File: config.mk
export PLATFORM = sky130hd
export DESIGN_NAME = dcache_ctrl
export DESIGN_NICKNAME = d
export VERILOG_FILES = /design/src/rtl/dcache_pkg.sv /design/src/rtl/dcache_line_store.sv /design/src/rtl/dcache_ctrl.sv
export SDC_FILE = /design/constraint.sdc
export NUM_CORES = 1
export LEC_CHECK = 0
export ABC_AREA = 1
export BUFFER_PORTS_ARGS = -buffer_cell sky130_fd_sc_hd__buf_2
export CAP_MARGIN = 15
export CORE_MARGIN = 10
export CORE_UTILIZATION = 35
export DETAILED_ROUTE_END_ITERATION = 7
export PLACE_DENSITY = 0.6
export SYNTH_ARGS = -nofsm -noshare
export SYNTH_HDL_FRONTEND = slang
export SYNTH_SLANG_ARGS = --single-unit
File: constraint.sdc
create_clock -name clock -period 2.8 [get_ports clock]
set_clock_uncertainty 0.2 [all_clocks]
set_input_delay 0.56 -clock clock [delete_from_list [all_inputs] [get_ports clock]]
set_output_delay 0.56 -clock clock [all_outputs]
set_load 0.05 [all_outputs]
File: src/rtl/dcache_pkg.sv
// dcache_pkg: shared definitions for the direct-mapped data cache controller.
//   state_t       : controller states IDLE / WB / FETCH / UPDATE
//   ADDR_W/DATA_W : CPU and memory address / data widths
//   LINES_DEF, BLOCK_BYTES_DEF : default geometry (8 lines of 4 bytes)
//   TAG_W, INDEX_W, OFFSET_W   : address split derived from the defaults
//   STATS_W       : width of the optional hit/miss counters
//   sat_inc()     : saturating increment used by the counters
package dcache_pkg;

  localparam int ADDR_W          = 8;
  localparam int DATA_W          = 8;
  localparam int LINES_DEF       = 8;
  localparam int BLOCK_BYTES_DEF = 4;
  localparam int INDEX_W         = $clog2(LINES_DEF);
  localparam int OFFSET_W        = $clog2(BLOCK_BYTES_DEF);
  localparam int TAG_W           = ADDR_W - INDEX_W - OFFSET_W;
  localparam int STATS_W         = 16;

  typedef enum logic [1:0] {
    IDLE   = 2'd0,
    WB     = 2'd1,
    FETCH  = 2'd2,
    UPDATE = 2'd3
  } state_t;

  function automatic logic [STATS_W-1:0] sat_inc(input logic [STATS_W-1:0] v);
    return (v == {STATS_W{1'b1}}) ? v : v + 1'b1;
  endfunction

endpackage

File: src/rtl/dcache_line_store.sv
// dcache_line_store: data, tag, valid and dirty storage for the cache.
// Ports:
//   clk, srst            : clock, synchronous clear of all valid/dirty bits
//   index                : line selected for every read and write port
//   rd_offset/rd_data    : combinational CPU-side byte read
//   wb_offset/wb_data    : combinational byte read used for write-back
//   line_tag/valid/dirty : metadata of the selected line
//   wr_*                 : CPU byte write (also marks the line dirty)
//   fill_*               : byte write of data returned from memory
//   meta_*               : tag / valid / dirty update of the selected line
// Data and tags are deliberately not cleared by srst.
module dcache_line_store
  import dcache_pkg::*;
#(
  parameter int LINES       = LINES_DEF,
  parameter int BLOCK_BYTES = BLOCK_BYTES_DEF,
  parameter int IDX_W       = $clog2(LINES),
  parameter int OFF_W       = $clog2(BLOCK_BYTES),
  parameter int TG_W        = ADDR_W - IDX_W - OFF_W
) (
  input  logic              clk,
  input  logic              srst,
  input  logic [IDX_W-1:0]  index,
  input  logic [OFF_W-1:0]  rd_offset,
  output logic [DATA_W-1:0] rd_data,
  input  logic [OFF_W-1:0]  wb_offset,
  output logic [DATA_W-1:0] wb_data,
  output logic [TG_W-1:0]   line_tag,
  output logic              line_valid,
  output logic              line_dirty,
  input  logic              wr_en,
  input  logic [OFF_W-1:0]  wr_offset,
  input  logic [DATA_W-1:0] wr_data,
  input  logic              fill_en,
  input  logic [OFF_W-1:0]  fill_offset,
  input  logic [DATA_W-1:0] fill_data,
  input  logic              meta_en,
  input  logic [TG_W-1:0]   meta_tag,
  input  logic              meta_valid,
  input  logic              meta_dirty
);

  logic [DATA_W-1:0] data_mem [LINES][BLOCK_BYTES];
  logic [TG_W-1:0]   tag_mem  [LINES];
  logic [LINES-1:0]  valid_vec;
  logic [LINES-1:0]  dirty_vec;

  always_ff @(posedge clk) begin
    if (wr_en) begin
      data_mem[index][wr_offset] <= wr_data;
    end
    if (fill_en) begin
      data_mem[index][fill_offset] <= fill_data;
    end
    if (meta_en) begin
      tag_mem[index] <= meta_tag;
    end
  end

  // Per-line valid/dirty flops so that only these bits see the clear.
  genvar gi;
  generate
    for (gi = 0; gi < LINES; gi++) begin : g_line
      logic sel;
      logic valid_q, valid_d;
      logic dirty_q, dirty_d;

      assign sel = (index == IDX_W'(gi));

      always_comb begin
        valid_d = valid_q;
        dirty_d = dirty_q;
        if (sel && meta_en) begin
          valid_d = meta_valid;
          dirty_d = meta_dirty;
        end
        if (sel && wr_en) begin
          dirty_d = 1'b1;
        end
      end

      always_ff @(posedge clk) begin
        if (srst) begin
          valid_q <= 1'b0;
          dirty_q <= 1'b0;
        end else begin
          valid_q <= valid_d;
          dirty_q <= dirty_d;
        end
      end

      assign valid_vec[gi] = valid_q;
      assign dirty_vec[gi] = dirty_q;
    end
  endgenerate

  assign rd_data    = data_mem[index][rd_offset];
  assign wb_data    = data_mem[index][wb_offset];
  assign line_tag   = tag_mem[index];
  assign line_valid = valid_vec[index];
  assign line_dirty = dirty_vec[index];

endmodule

File: src/rtl/dcache_ctrl.sv
// dcache_ctrl: direct-mapped, write-back, write-allocate data cache between
// the CPU load/store path and a byte-wide memory with a busywait handshake.
// Ports:
//   clock, reset                  : clock, synchronous active-high reset
//   read, write, address,
//   writedata, readdata, busywait : CPU side, same handshake as raw memory
//   mem_read, mem_write, mem_address,
//   mem_writedata, mem_readdata,
//   mem_busywait                  : memory side, one byte per transfer
//   hit_count, miss_count         : saturating statistics, present only when
//                                   DCACHE_STATS_EN is defined
// The CPU must hold its request stable while busywait is high; nothing from
// the CPU side is latched here.
module dcache_ctrl
  import dcache_pkg::*;
#(
  parameter int LINES       = LINES_DEF,
  parameter int BLOCK_BYTES = BLOCK_BYTES_DEF
) (
  input  logic               clock,
  input  logic               reset,
  input  logic               read,
  input  logic               write,
  input  logic [ADDR_W-1:0]  address,
  input  logic [DATA_W-1:0]  writedata,
  output logic [DATA_W-1:0]  readdata,
  output logic               busywait,
  output logic               mem_read,
  output logic               mem_write,
  output logic [ADDR_W-1:0]  mem_address,
  output logic [DATA_W-1:0]  mem_writedata,
  input  logic [DATA_W-1:0]  mem_readdata,
  input  logic               mem_busywait
`ifdef DCACHE_STATS_EN
  ,
  output logic [STATS_W-1:0] hit_count,
  output logic [STATS_W-1:0] miss_count
`endif
);

  localparam int IW = $clog2(LINES);
  localparam int OW = $clog2(BLOCK_BYTES);
  localparam int TW = ADDR_W - IW - OW;

  state_t            state_q, state_d;
  logic [OW-1:0]     beat_q, beat_d;
  logic              mem_busywait_q, mem_busywait_d;
  logic              mem_read_q, mem_read_d;
  logic              mem_write_q, mem_write_d;
  logic [ADDR_W-1:0] mem_address_q, mem_address_d;
  logic [DATA_W-1:0] mem_writedata_q, mem_writedata_d;

  logic [TW-1:0]     cpu_tag;
  logic [IW-1:0]     cpu_index;
  logic [OW-1:0]     cpu_offset;
  logic              req;
  logic              hit;
  logic              done;
  logic              last_beat;

  logic [DATA_W-1:0] rd_data;
  logic [DATA_W-1:0] wb_data;
  logic [TW-1:0]     line_tag;
  logic              line_valid;
  logic              line_dirty;
  logic              wr_en;
  logic              fill_en;
  logic              meta_en;
  logic [TW-1:0]     meta_tag;
  logic              meta_valid;
  logic              meta_dirty;

  assign cpu_tag    = address[ADDR_W-1 -: TW];
  assign cpu_index  = address[OW +: IW];
  assign cpu_offset = address[OW-1:0];
  assign req        = read ^ write;
  assign hit        = line_valid && (line_tag == cpu_tag);
  // A beat finishes on the falling edge of the memory's busywait.
  assign done       = mem_busywait_q && !mem_busywait;
  assign last_beat  = (beat_q == OW'(BLOCK_BYTES - 1));

  dcache_line_store #(
    .LINES       (LINES),
    .BLOCK_BYTES (BLOCK_BYTES)
  ) u_store (
    .clk         (clock),
    .srst        (reset),
    .index       (cpu_index),
    .rd_offset   (cpu_offset),
    .rd_data     (rd_data),
    .wb_offset   (beat_d),
    .wb_data     (wb_data),
    .line_tag    (line_tag),
    .line_valid  (line_valid),
    .line_dirty  (line_dirty),
    .wr_en       (wr_en),
    .wr_offset   (cpu_offset),
    .wr_data     (writedata),
    .fill_en     (fill_en),
    .fill_offset (beat_q),
    .fill_data   (mem_readdata),
    .meta_en     (meta_en),
    .meta_tag    (meta_tag),
    .meta_valid  (meta_valid),
    .meta_dirty  (meta_dirty)
  );

  // State register (memory-side outputs are registered alongside).
  always_ff @(posedge clock) begin
    if (reset) begin
      state_q         <= IDLE;
      beat_q          <= '0;
      mem_busywait_q  <= 1'b0;
      mem_read_q      <= 1'b0;
      mem_write_q     <= 1'b0;
      mem_address_q   <= '0;
      mem_writedata_q <= '0;
    end else begin
      state_q         <= state_d;
      beat_q          <= beat_d;
      mem_busywait_q  <= mem_busywait_d;
      mem_read_q      <= mem_read_d;
      mem_write_q     <= mem_write_d;
      mem_address_q   <= mem_address_d;
      mem_writedata_q <= mem_writedata_d;
    end
  end

  // Next-state logic.
  always_comb begin
    state_d = state_q;
    beat_d  = beat_q;
    case (state_q)
      IDLE: begin
        if (req && !hit) begin
          state_d = (line_valid && line_dirty) ? WB : FETCH;
          beat_d  = '0;
        end
      end
      WB: begin
        if (done) begin
          if (last_beat) begin
            state_d = FETCH;
            beat_d  = '0;
          end else begin
            beat_d = beat_q + 1'b1;
          end
        end
      end
      FETCH: begin
        if (done) begin
          if (last_beat) begin
            state_d = UPDATE;
            beat_d  = '0;
          end else begin
            beat_d = beat_q + 1'b1;
          end
        end
      end
      UPDATE: state_d = IDLE;
      default: state_d = IDLE;
    endcase
  end

  // Output logic: CPU handshake, line store controls, memory request.
  always_comb begin
    busywait        = 1'b0;
    readdata        = '0;
    wr_en           = 1'b0;
    fill_en         = 1'b0;
    meta_en         = 1'b0;
    meta_tag        = line_tag;
    meta_valid      = line_valid;
    meta_dirty      = line_dirty;
    mem_busywait_d  = mem_busywait;
    mem_read_d      = 1'b0;
    mem_write_d     = 1'b0;
    mem_address_d   = '0;
    mem_writedata_d = '0;

    case (state_q)
      IDLE, UPDATE: begin
        // UPDATE always hits: the line was just filled for this request.
        if (req && hit) begin
          if (read) begin
            readdata = rd_data;
          end else begin
            wr_en = 1'b1;
          end
        end else if (req && (state_q == IDLE)) begin
          busywait = 1'b1;
        end
      end
      WB: begin
        busywait = 1'b1;
        if (done && last_beat) begin
          meta_en    = 1'b1;
          meta_dirty = 1'b0;
        end
      end
      FETCH: begin
        busywait = 1'b1;
        if (done) begin
          fill_en = 1'b1;
          if (last_beat) begin
            meta_en    = 1'b1;
            meta_tag   = cpu_tag;
            meta_valid = 1'b1;
            meta_dirty = 1'b0;
          end
        end
      end
      default: busywait = 1'b0;
    endcase

    // The request drops for one cycle after each completed beat so the
    // memory sees a fresh access; address/data only move while it is low.
    if (state_d == WB) begin
      mem_write_d     = !done;
      mem_address_d   = {line_tag, cpu_index, beat_d};
      mem_writedata_d = wb_data;
    end else if (state_d == FETCH) begin
      mem_read_d    = !done;
      mem_address_d = {cpu_tag, cpu_index, beat_d};
    end
  end

  assign mem_read      = mem_read_q;
  assign mem_write     = mem_write_q;
  assign mem_address   = mem_address_q;
  assign mem_writedata = mem_writedata_q;

`ifdef DCACHE_STATS_EN
  logic [STATS_W-1:0] hit_count_q, hit_count_d;
  logic [STATS_W-1:0] miss_count_q, miss_count_d;

  // Only IDLE decisions count; the access finished in UPDATE is not a hit.
  always_comb begin
    hit_count_d  = hit_count_q;
    miss_count_d = miss_count_q;
    if ((state_q == IDLE) && req) begin
      if (hit) begin
        hit_count_d = sat_inc(hit_count_q);
      end else begin
        miss_count_d = sat_inc(miss_count_q);
      end
    end
  end

  always_ff @(posedge clock) begin
    if (reset) begin
      hit_count_q  <= '0;
      miss_count_q <= '0;
    end else begin
      hit_count_q  <= hit_count_d;
      miss_count_q <= miss_count_d;
    end
  end

  assign hit_count  = hit_count_q;
  assign miss_count = miss_count_q;
`endif

endmodule

==> reports/qor.csv <==
stage;metric;value;unit
timing;setup_viol;8;
timing;tightest_slew;1.025;ns
final_layout;multi_input_area;4110;um^2
run;maxCapViolCount;0;
global_route;grt_max_degree;28;
pwr;power_density;636.1;nW/um^2
drt;vias;10076;
global_route;grt_use_total;16.96;%
cts;htreeDepth;2;
final_layout;seq_area;9190;um^2
pwr;power.leakage;6.541;nW
cts;cts_buffers;35;
status;outcome;complete, but fails checks;
setup_path;critPathSlowestCell;o22ai_4;
yosys;synthCells;1128;
setup_path;crit_required;2.04;ns
timing;final-max-slew-violation-count;0;
drt;dr.pass1.iters;6;
drt;ant_nets;0;
die;dieArea;45900;um^2
timing;setup_slack;-0.1496;ns
setup_path;cp_num_buf_inv;6;
place;dp_hpwl;27160;um
final_layout;fillCellCount;3389;
global_route;grt_antenna_before_repair;0;
final_layout;num_antenna_cells;0;
die;io_pins;56;
timing;rsz0062_at_grt;yes;
final_layout;final_cell_mix;280 x edfxtp_1, 181 x nand2_1, 160 x buf_4;
global_route;grt_pass1_vias;9835;
timing;relSlewSlack;30.94;%
cts;path_clk_slew;0.06;ns
die;core_area;37490;um^2
yosys;synth_area;13210;um^2
die;die_w;214.3;um
setup_path;arrival;2.19;ns
cts;cts_tree;built;
final_layout;layout_commonest_cell;edfxtp_1;
yosys;yosys_warnings;0;
drt;drt_first_iter_violations;1058;
timing;fin_setup_tns;-0.9260;ns
yosys;syn_area_per_cell;11.71;um^2
min_path;min_path_type;input port to flip-flop;
global_route;gr-total-overflow;0;
yosys;synth.top_cell.area_share;63.67;%
die;start_util;35.23;%
yosys;yosys-top-cells-area;edfxtp_1 64%, a22oi_1 7.0%, nand2_1 6.0%, dfxtp_1 5.9%, nand3_1 4.4%;
timing;min_period_over_period;105.3;%
setup_path;startpoint_type;input port;
setup_path;crit_path_end_kind;output port;
final_layout;nNetsFinal;1398;
cts;cts_hold_buf;0;
setup_path;cp_cell_sequence;buf_12, buf_6, nor2_4, buf_6, buf_12, buf_12, a22oi_1, nand3_1, nand2_2, o22ai_4, nor2_4, nor2_4, buf_8;
timing;fmax;339.0;MHz
yosys;ys_seq_area_share;69.58;%
global_route;grt_pass1_wl;60420;um
yosys;ys_types;34;
timing;final_hold_viol_count;0;
final_layout;layout.cells.non_filler;1898;
pwr;irDropWorstVdd;0.6325;mV
die;num_rows;71;
cts;clockBufferDepth;3;
cts;cts.sinks;319;
final_layout;drive_gt1_share;32.16;%
timing;min_period;2.950;ns
status;violations;setup timing;
setup_path;max_stage_delay;0.21;ns
setup_path;crit_type;input port to output port;
die;die_h;214.3;um
drt;drc;0;
drt;vias_per_cell;5.309;
place;port_buffers;55;
drt;wl;40260;um
setup_path;path_delay_family;buffers and inverters;
place;placedCellCount;1807;
yosys;yosysTopAreaCell;edfxtp_1;
cts;clk_latency;0.52;ns
cts;root_buffer;clkbuf_16;
yosys;ys_seq_elements;319;
drt;wl_per_cell;21.21;um
place;routabilityCongestion;0.8778;
final_layout;area_growth;32.90;%
setup_path;cp_max_fo;7;
yosys;synth_fp_nets;1165;
==> Yosys cell counts <==
master / count
edfxtp_1: 280
nand2_1: 210
a22oi_1: 123
nand3_1: 115
nor2_1: 100
inv_1: 68
o21ai_0: 51
dfxtp_1: 39
a21oi_1: 30
clkbuf_1: 23
o22ai_1: 16
buf_1: 14
buf_2: 10
ha_1: 8
inv_2: 5
nand2_2: 5
nand2_4: 4
buf_6: 3
a21boi_1: 2
a31oi_1: 2
nand3_2: 2
nor2_2: 2
nor2_4: 2
nor3_1: 2
o21ai_1: 2
or2_2: 2
a21oi_2: 1
a32oi_1: 1
buf_4: 1
clkinv_1: 1
nand3b_1: 1
nand4_1: 1
nor3_2: 1
o221ai_1: 1
==> path summary, 6_finish.rpt <==
kind | from | endpoint | slack (ns) | cells after the start
min | mem_busywait | mem_busywait_q | 0.06 | 3
min reg2reg | u_store.g_line[7].dirty_q | u_store.g_line[7].dirty_q | 0.27 | 2
max reg2reg | u_store.tag_mem[4][1] | u_store.data_mem[6][0] | 0.11 | 15
max | address[2] | readdata[2] | -0.15 | 13
==> layout make-up <==
| cell class | instances | area share, % |
|---|---|---|
| clock buffer | 43 | 5.275 |
| clock inverter | 20 | 1.326 |
| multi-input combinational | 684 | 23.42 |
| inverter | 74 | 1.625 |
| sequential | 319 | 52.36 |
| timing repair buffer | 247 | 12.35 |
| tap | 511 | 3.643 |
==> tightest hold or removal path: stages <==
cell and delay, ns:
buf_2 0.07, inv_1 0.04, nor2_1 0.07
==> per-layer routing <==
metal / wire length [um] / share of wire, % / GRT usage, %
met3: 3827 / 9.5 / 3.583
met5: 0 / 0 / 0
met4: 1317 / 3.3 / 6.240
met2: 18170 / 45 / 26.06
met1: 16940 / 42 / 23.18
==> power breakdown <==
part           leakage (nW)  internal, mW  switching [mW]  total [mW]
registers              2.83          5.21          0.0152        5.22
logic                  3.14         0.458           0.807        1.27
clock network         0.566          2.75            1.93        4.68
total                  6.54          8.41            2.75        11.2
==> what timing repair did <==
action                                  in CTS  in global routing
pin swaps                                   46                 51
setup buffers                               11                 13
endpoints found under the setup margin       9                282
gates cloned                                 3                  3
resized for setup                          111                 76
==> cell families (layout without fill, tap and decap cells) <==
logic type / Yosys count / count (layout) / share of synthesized area [%]
adders and majority gates: 8 / 8 / 0.7580
and+or+nand+nor: 447 / 447 / 14.51
DFF: 319 / 319 / 69.58
buffers and inverters: 125 / 384 / 3.846
AOI/OAI and AO/OA: 229 / 229 / 11.30
==> registers in the layout (all words and copies together) (netlist names) <==
name	flops
u_store.data_mem	256
u_store.tag_mem	24
mem_address	8
mem_writedata	8
u_store.g_line.dirty_q	8
u_store.g_line.valid_q	8
beat_q	2
state_q	2
mem_busywait_q	1
mem_read	1
mem_write	1
==> per-stage QoR <==
stage	setup WS [ns]	cell area, um^2	utilization (%)	hold slack [ns]	power [mW]
2_1_floorplan	-0.1261	13320	-	0.2448	5.936
3_3_place_gp	-0.3941	15360	40.96	0.2556	6.384
3_5_place_dp	-0.3973	15360	40.96	0.2599	6.393
4_1_cts	-0.1624	17070	45.54	0.04664	11.12
5_1_grt	-0.2142	17550	46.82	0.07348	11.52
6_report	-0.1496	17550	46.82	0.06211	11.17
Power figures use the tool's default switching activity.
